**config.mk**
```make
export PLATFORM = sky130hd
export DESIGN_NAME = display_scan_mux_flat
export DESIGN_NICKNAME = d
export VERILOG_FILES = /design/src/rtl/display_scan_mux_if.sv /design/src/rtl/display_scan_mux.sv /design/src/flat_wrapper.sv
export SDC_FILE = /design/constraint.sdc
export NUM_CORES = 1
export LEC_CHECK = 0
export BUFFER_PORTS_ARGS = -buffer_cell sky130_fd_sc_hd__buf_2
export CORE_AREA = 2 2 98 100
export CTS_CLUSTER_SIZE = 10
export DETAILED_ROUTE_END_ITERATION = 12
export DIE_AREA = 0 0 100 102
export GPL_TIMING_DRIVEN = 1
export HOLD_SLACK_MARGIN = 0.1
export PLACE_DENSITY = 0.66
export SETUP_SLACK_MARGIN = 0.05
export SYNTH_ARGS = -nofsm -noshare
export SYNTH_HDL_FRONTEND = slang
export SYNTH_SLANG_ARGS = --single-unit
```
**constraint.sdc**
```tcl
create_clock -name clk -period 8.1 [get_ports clk]
set_input_delay 1.62 -clock clk [delete_from_list [all_inputs] [get_ports clk]]
set_output_delay 1.62 -clock clk [all_outputs]
set_load 0.03 [all_outputs]
```
**src/rtl/display_scan_mux_if.sv**
```systemverilog
// Signal bundle between the time-base/digit sources and the display scan front end.
// The source drives the BCD digits and display controls; the scanner returns the decoder drive.
interface display_scan_mux_if;
    logic [3:0] hours_tens;
    logic [3:0] hours_units;
    logic [3:0] min_tens;
    logic [3:0] min_units;
    logic [3:0] blink_mask;
    logic       lz_blank;
    logic       colon_in;
    logic [1:0] scan_sel;
    logic [3:0] digit_out;
    logic       blank;
    logic       dp;
    logic       frame_tick;

    modport master (
        output hours_tens, hours_units, min_tens, min_units,
        output blink_mask, lz_blank, colon_in,
        input  scan_sel, digit_out, blank, dp, frame_tick
    );

    modport slave (
        input  hours_tens, hours_units, min_tens, min_units,
        input  blink_mask, lz_blank, colon_in,
        output scan_sel, digit_out, blank, dp, frame_tick
    );
endinterface

```
**src/rtl/display_scan_mux.sv**
```systemverilog
// Four-digit HH:MM scan multiplexer with per-frame digit snapshot,
// leading-zero suppression, blink blanking and invalid-code blanking.
module display_scan_mux #(
    parameter int unsigned SCAN_DIV  = 100_000,
    parameter int unsigned BLINK_DIV = 50_000_000
) (
    input logic               clk,
    input logic               reset,
    display_scan_mux_if.slave bus
);
    localparam int unsigned SCAN_W  = (SCAN_DIV  > 1) ? $clog2(SCAN_DIV)  : 1;
    localparam int unsigned BLINK_W = (BLINK_DIV > 1) ? $clog2(BLINK_DIV) : 1;

    logic [SCAN_W-1:0]  scan_cnt_q,  scan_cnt_n;
    logic [BLINK_W-1:0] blink_cnt_q, blink_cnt_n;
    logic [1:0]         sel_q,       sel_n;
    logic               phase_q,     phase_n;
    logic               loaded_q;
    logic [3:0][3:0]    snap_dig_q,  snap_dig_n;
    logic [3:0]         snap_mask_q, snap_mask_n;
    logic               snap_lz_q,   snap_lz_n;
    logic               snap_col_q,  snap_col_n;

    logic       scan_wrap, blink_wrap, load;
    logic [3:0] digit_n;
    logic       blank_n, dp_n, tick_n;

    // Next-state and next-output computation; outputs derive from next state so they never lag scan_sel.
    always_comb begin
        scan_cnt_n  = scan_cnt_q;
        blink_cnt_n = blink_cnt_q;
        sel_n       = sel_q;
        phase_n     = phase_q;
        snap_dig_n  = snap_dig_q;
        snap_mask_n = snap_mask_q;
        snap_lz_n   = snap_lz_q;
        snap_col_n  = snap_col_q;

        scan_wrap  = (scan_cnt_q == SCAN_W'(SCAN_DIV - 1));
        blink_wrap = (blink_cnt_q == BLINK_W'(BLINK_DIV - 1));
        load       = !loaded_q || (scan_wrap && (sel_q == 2'd3));

        if (scan_wrap) begin
            scan_cnt_n = '0;
            sel_n      = sel_q + 2'd1;
        end else begin
            scan_cnt_n = scan_cnt_q + SCAN_W'(1);
        end

        if (blink_wrap) begin
            blink_cnt_n = '0;
            phase_n     = !phase_q;
        end else begin
            blink_cnt_n = blink_cnt_q + BLINK_W'(1);
        end

        if (load) begin
            snap_dig_n  = {bus.min_units, bus.min_tens, bus.hours_units, bus.hours_tens};
            snap_mask_n = bus.blink_mask;
            snap_lz_n   = bus.lz_blank;
            snap_col_n  = bus.colon_in;
        end

        digit_n = snap_dig_n[sel_n];
        blank_n = (snap_mask_n[sel_n] && !phase_n)
               || ((sel_n == 2'd0) && snap_lz_n && (snap_dig_n[0] == 4'd0))
               || (digit_n > 4'd9);
        dp_n    = (sel_n == 2'd1) && snap_col_n && phase_n;
        tick_n  = scan_wrap && (sel_q == 2'd3);
    end

    // State and output registers.
    always_ff @(posedge clk) begin
        if (reset) begin
            scan_cnt_q     <= '0;
            blink_cnt_q    <= '0;
            sel_q          <= 2'd0;
            phase_q        <= 1'b1;
            loaded_q       <= 1'b0;
            snap_dig_q     <= '0;
            snap_mask_q    <= 4'd0;
            snap_lz_q      <= 1'b0;
            snap_col_q     <= 1'b0;
            bus.scan_sel   <= 2'd0;
            bus.digit_out  <= 4'd0;
            bus.blank      <= 1'b1;
            bus.dp         <= 1'b0;
            bus.frame_tick <= 1'b0;
        end else begin
            scan_cnt_q     <= scan_cnt_n;
            blink_cnt_q    <= blink_cnt_n;
            sel_q          <= sel_n;
            phase_q        <= phase_n;
            loaded_q       <= 1'b1;
            snap_dig_q     <= snap_dig_n;
            snap_mask_q    <= snap_mask_n;
            snap_lz_q      <= snap_lz_n;
            snap_col_q     <= snap_col_n;
            bus.scan_sel   <= sel_n;
            bus.digit_out  <= digit_n;
            bus.blank      <= blank_n;
            bus.dp         <= dp_n;
            bus.frame_tick <= tick_n;
        end
    end
endmodule
```
**src/flat_wrapper.sv**
```systemverilog
// flat-port wrapper written by rule: the top's interface ports become plain ports
module display_scan_mux_flat 
#(
    parameter int unsigned SCAN_DIV  = 100_000,
    parameter int unsigned BLINK_DIV = 50_000_000
)
  (clk, reset, bus_hours_tens, bus_hours_units, bus_min_tens, bus_min_units, bus_blink_mask, bus_lz_blank, bus_colon_in, bus_scan_sel, bus_digit_out, bus_blank, bus_dp, bus_frame_tick);
  display_scan_mux_if bus_i ();
  input logic clk;
  input logic reset;
  input wire logic [$bits(bus_i.hours_tens)-1:0] bus_hours_tens;
  input wire logic [$bits(bus_i.hours_units)-1:0] bus_hours_units;
  input wire logic [$bits(bus_i.min_tens)-1:0] bus_min_tens;
  input wire logic [$bits(bus_i.min_units)-1:0] bus_min_units;
  input wire logic [$bits(bus_i.blink_mask)-1:0] bus_blink_mask;
  input wire logic [$bits(bus_i.lz_blank)-1:0] bus_lz_blank;
  input wire logic [$bits(bus_i.colon_in)-1:0] bus_colon_in;
  output wire logic [$bits(bus_i.scan_sel)-1:0] bus_scan_sel;
  output wire logic [$bits(bus_i.digit_out)-1:0] bus_digit_out;
  output wire logic [$bits(bus_i.blank)-1:0] bus_blank;
  output wire logic [$bits(bus_i.dp)-1:0] bus_dp;
  output wire logic [$bits(bus_i.frame_tick)-1:0] bus_frame_tick;
  assign bus_i.hours_tens = bus_hours_tens;
  assign bus_i.hours_units = bus_hours_units;
  assign bus_i.min_tens = bus_min_tens;
  assign bus_i.min_units = bus_min_units;
  assign bus_i.blink_mask = bus_blink_mask;
  assign bus_i.lz_blank = bus_lz_blank;
  assign bus_i.colon_in = bus_colon_in;
  assign bus_scan_sel = bus_i.scan_sel;
  assign bus_digit_out = bus_i.digit_out;
  assign bus_blank = bus_i.blank;
  assign bus_dp = bus_i.dp;
  assign bus_frame_tick = bus_i.frame_tick;
  display_scan_mux #(.SCAN_DIV(SCAN_DIV), .BLINK_DIV(BLINK_DIV)) u_core (.clk(clk), .reset(reset), .bus(bus_i));
endmodule
```
Yosys cells after proc, flatten, opt, wreduce, memory -nomap -nowiden:

Cells that the tools add are included.

* flip-flop bits (word level): 76
* bits of input ports: 24
* output and inout port bits: 9
* logic and storage cells: 52

* add/sub/neg operators: 3
* magnitude comparators: 2
* equality and inequality tests: 4
* multiplexer cells: 11
* reduce and logical (&&, ||, !) cells: 16

Operator list (count)
* $add A26 B1 Y26 const B: 1
* $eq A26 B26 Y1 const B: 1
* $add A17 B1 Y17 const B: 1
* $eq A17 B17 Y1 const B: 1
* $mux W16: 1
* $bmux W4 S2: 1
* $mux W4: 2
* $logic_and A1 B1 Y1: 6
* $mux W1: 5
* $gt A4 B4 Y1 const B: 1
* $logic_not A4 Y1: 1
* $reduce_or A2 Y1: 2
* $logic_not A1 Y1: 3
* $logic_or A1 B1 Y1: 3
* $lt A2 B3 Y1 const B: 1
* $add A2 B1 Y2 const B: 1
* $bmux W1 S2: 1
* $eq A2 B1 Y1 const B: 1
* $eq A2 B2 Y1 const B: 1
* $logic_not A2 Y1: 1
* $mux W2: 1

Logic depth before layout (Yosys ltp):

* depth after elaboration: 9
* gate-level depth with buffers: 10
* mapped depth without buffers: 8

Worst setup path after synthesis:

No wires, ideal clock.

* kind: register -> register
* start: register u_core.scan_cnt_q[5]
* end: register u_core.bus.blank
* setup time: 126 ps
* data arrival time: 2490 ps
* path slack: 5484 ps
* cell stages (with the launch flop): 9
* buffers on the path: 1
* clock period less this slack: 2616 ps
* cell sequence: dfxtp_1 or4b_4 nor4_4 buf_4 mux2_2 a2111oi_0 nor4_2 o22ai_1 nand4_1

* word-level cells in the longest chain between the ends: 9
* elaborated cells on any way between the ends: 19
* those cells by class: 1 x order compare; 1 x eq/ne; 8 x mux; 9 x reduce/logical

RTL lines
* start, declared: line display_scan_mux.sv:14 `logic [SCAN_W-1:0] scan_cnt_q, scan_cnt_n;`
* start signal, assigned: line display_scan_mux.sv:90 `scan_cnt_q <= scan_cnt_n;`
* $eq A17 B17 Y1 *: line display_scan_mux.sv:39 `scan_wrap = (scan_cnt_q == SCAN_W'(SCAN_DIV - 1));`
* branches (longest 7 deep; another with $gt A4 B4 Y1)
* $logic_or A1 B1 Y1 *: line display_scan_mux.sv:67 `|| (digit_n > 4'd9);`
* end signal, assigned: line display_scan_mux.sv:101 `bus.blank <= blank_n;`
* end, declared: line display_scan_mux_if.sv:26 `output scan_sel, digit_out, blank, dp, frame_tick`

Every way passes the cells marked *. The select of a mux whose other input is x is not followed.
A chain may end at the register's enable or synchronous reset.

Final worst setup path:

Same ends and word-level chain as after synthesis.

==> flow_summary.ini <==
[status]
status = finished clean

[cts]
cts_setup_buffers = 0
clk_path_buf_depth = 2
numCtsBuffers = 9
htreeDepth = 3
clk_pin_slew_ps = 70
cts_tree = yes
clk_latency_ps = 350
cts_sinks = 76
hold_buffers = 0
cts_resized = 0
cts-root-buf = clkbuf_8

[critical_path]
endpoint_kind = register
crit_chain = or4b_4 > nor4_4 > mux2i_1 > a2111oi_0 > nor4_1 > o22ai_1 > nand4_1
cpPeakStageDelay_ps = 740
slowest_stage = mux2i_1
crit_start = u_core.scan_cnt_q[5]
r2r_end = u_core.bus.blank
worstPathMaxFanout = 12
path_buf_inv = 0
reg2reg_slack_ps = 4800
arrival_ps = 3580
crit_required_ps = 8380
path_class = reg2reg
cp_top_family = simple AND/OR/NAND/NOR gates
worstRegToRegCells = 7
r2r_start = u_core.scan_cnt_q[5]
startpoint_type = register

[timing]
rsz0062_at_grt = false
finalSetupViolations = 0
tightest_slew_ps = 1230
finClkSkew_ps = 9.65
post-route-period-util_pct = 40.8
period_minus_slack_ps = 3300
fin_setup_tns_ps = 0
finalWorstSetupSlack_ps = 4800
hold_slack_ps = 456
final-max-slew-violation-count = 0
finalHoldViolCount = 0
relSlewSlack_pct = 17.6
max_freq_mhz = 303

[placement]
io_buffers = 32
dp_hpwl_mm = 4.76
post-place-ws_ps = 4650
gp_congestion = 0.815

[min_path]
worstHoldPathType = reg2reg
hold_depth = 2
hold_end = u_core.snap_col_q
hp-start = u_core.snap_col_q

[grt]
gr-total-overflow = 0
grt_max_degree = 34
grt_pass1_wl_mm = 12.0
antenna_found_initial = 0
gr-usage-all-layers_pct = 14.6
grt_pass1_vias = 2633

[detailed_routing]
drt_iter0_drc = 76
routed_wl_mm = 6.79
wl_per_cell_um = 12.5
routed_via_density = 5.06
drtAntennaViolNets = 0
num_vias = 2750
route.detailed.drc = 0
first_pass_iters = 4

[final_layout]
regArea_um2 = 1520
drive_above_1_share_pct = 13.0
nets = 454
fillCellCount = 931
fin_util_pct = 41.4
multiInputGateArea_um2 = 1740
diodes = 0
syn2layout_area_growth_pct = 11.6

[synth]
synth_top_area_share_pct = 45.1
yosysSeqAreaShare_pct = 45.1
ys_types = 44
synth_area_um2 = 3380
ys_top_cells_by_area = dfxtp_1 (45%), nand2_1 (7.9%), nor2_1 (6.6%), xor2_1 (6.2%), a21oi_1 (4.7%)
synth-seq-cells = 76
yosysWarnings = 0
postSynthAreaPerCell_um2 = 8.44
syn_inst = 400
syn_nets = 427
yosys.area.top_type = dfxtp_1

[floorplan]
die_h_um = 102
initial_core_util_pct = 37.1
core_area_um2 = 9110
std_cell_rows = 35
ios = 33
chipWidth_um = 100
dieArea_um2 = 10200

[job]
cap_viol_max_count = 0

[power_and_ir_drop]
ir_drop_mv = 0.0804
leakagePower_nw = 1.40
total_power_uw = 687
power.density_nw_per_um2 = 182
Yosys cell counts (all sizes together):
cell / n
dfxtp: 76
nand2: 71
nor2: 59
a21oi: 32
xor2: 24
nand3: 21
xnor2: 15
nand4: 13
clkbuf: 11
a2111oi: 8
and3: 7
buf: 6
inv: 6
nor3: 6
mux2i: 5
nor4: 4
o21ai: 4
or3: 4
and2: 3
ha: 3
o22ai: 3
and4: 2
nand2b: 2
nor3b: 2
or4: 2
or4bb: 2
a21boi: 1
a31oi: 1
clkinv: 1
mux2: 1
o211ai: 1
o21a: 1
o31a: 1
or2: 1
or4b: 1
placed cells by master, fill, tap and decap left out, types with 3 or more instances in the layout:
cell       instances
inv_1              6
or3_1              4
a21oi_1           32
o22ai_1            3
nand3_1           21
xnor2_1           14
a2111oi_0          5
and3_1             7
nand2_1           71
nor2_1            59
buf_2             32
mux2i_1            5
and2_1             3
nor3_1             6
xor2_1            24
ha_1               3
dfxtp_1           76
clkbuf_8          10
nand4_1           13
o21ai_0            3
sequential cells by signal, summed over array words and instances (netlist names):
name / flops
u_core.snap_col_q: 1
u_core.loaded_q: 1
u_core.scan_cnt_q: 17
u_core.bus.frame_tick: 1
u_core.snap_lz_q: 1
u_core.bus.scan_sel: 2
u_core.snap_dig_q: 16
u_core.snap_mask_q: 4
u_core.blink_cnt_q: 26
u_core.phase_q: 1
u_core.bus.blank: 1
u_core.bus.digit_out: 4
u_core.bus.dp: 1
metal layers:
layer	wire, µm	global-route usage (%)
met5	0	0
met2	3170	23.6
met1	3250	18.6
met4	174	8.32
met3	194	2.46
kinds of logic (layout without fill, tap and decap cells):
group | after synthesis | count (layout) | share of synthesized area, %
simple gates | 200 | 200 | 28.0
compound gates | 52 | 52 | 10.0
fa+ha+maj | 3 | 3 | 1.11
mux | 6 | 6 | 1.82
buf+inv | 24 | 56 | 3.33
flops | 76 | 76 | 45.1
xor+xnor | 39 | 39 | 10.7
final cells by class:
cell class              count  area share [%]
clock inverters             4           0.664
repair buffers             33            4.45
inverters                   7           0.697
well taps                 111            3.69
flip-flops and latches     76            40.4
multi-input cells         300            46.3
clock buffers              12            3.85
how the worst max path moves through the flow:
| stage | end | slack [ps] | depth (start not counted) |
|---|---|---|---|
| floorplan | u_core.bus.blank | 5480 | 8 |
| global placement | u_core.blink_cnt_q[4] | 4730 | 4 |
| detailed placement | u_core.blink_cnt_q[18] | 4650 | 4 |
| CTS | u_core.bus.blank | 4810 | 7 |
| global route | u_core.bus.blank | 4580 | 7 |
| finish | u_core.bus.blank | 4800 | 7 |
report_power, final:
group / leakage, nW / switching, mW / internal [mW]
sequential: 0.619 / 0.00594 / 0.384
clock: 0.0824 / 0.135 / 0.119
combinational: 0.702 / 0.0270 / 0.0165
total: 1.40 / 0.168 / 0.519
worst reg2reg max path: stages (launching register included):
cell       delay, ps
dfxtp_1          350
or4b_4           580
nor4_4           700
mux2i_1          750
a2111oi_0        140
nor4_1           440
o22ai_1          170
nand4_1          120
per-stage QoR:
| step | instance area, µm² | cells |
|---|---|---|
| 2_1_floorplan | 3380 | 400 |
| 3_3_place_gp | 3600 | 527 |
| 3_5_place_dp | 3600 | 527 |
| 4_1_cts | 3770 | 543 |
| 5_1_grt | 3770 | 543 |
| 6_report | 3770 | 543 |
Power figures use the tool's default switching activity.
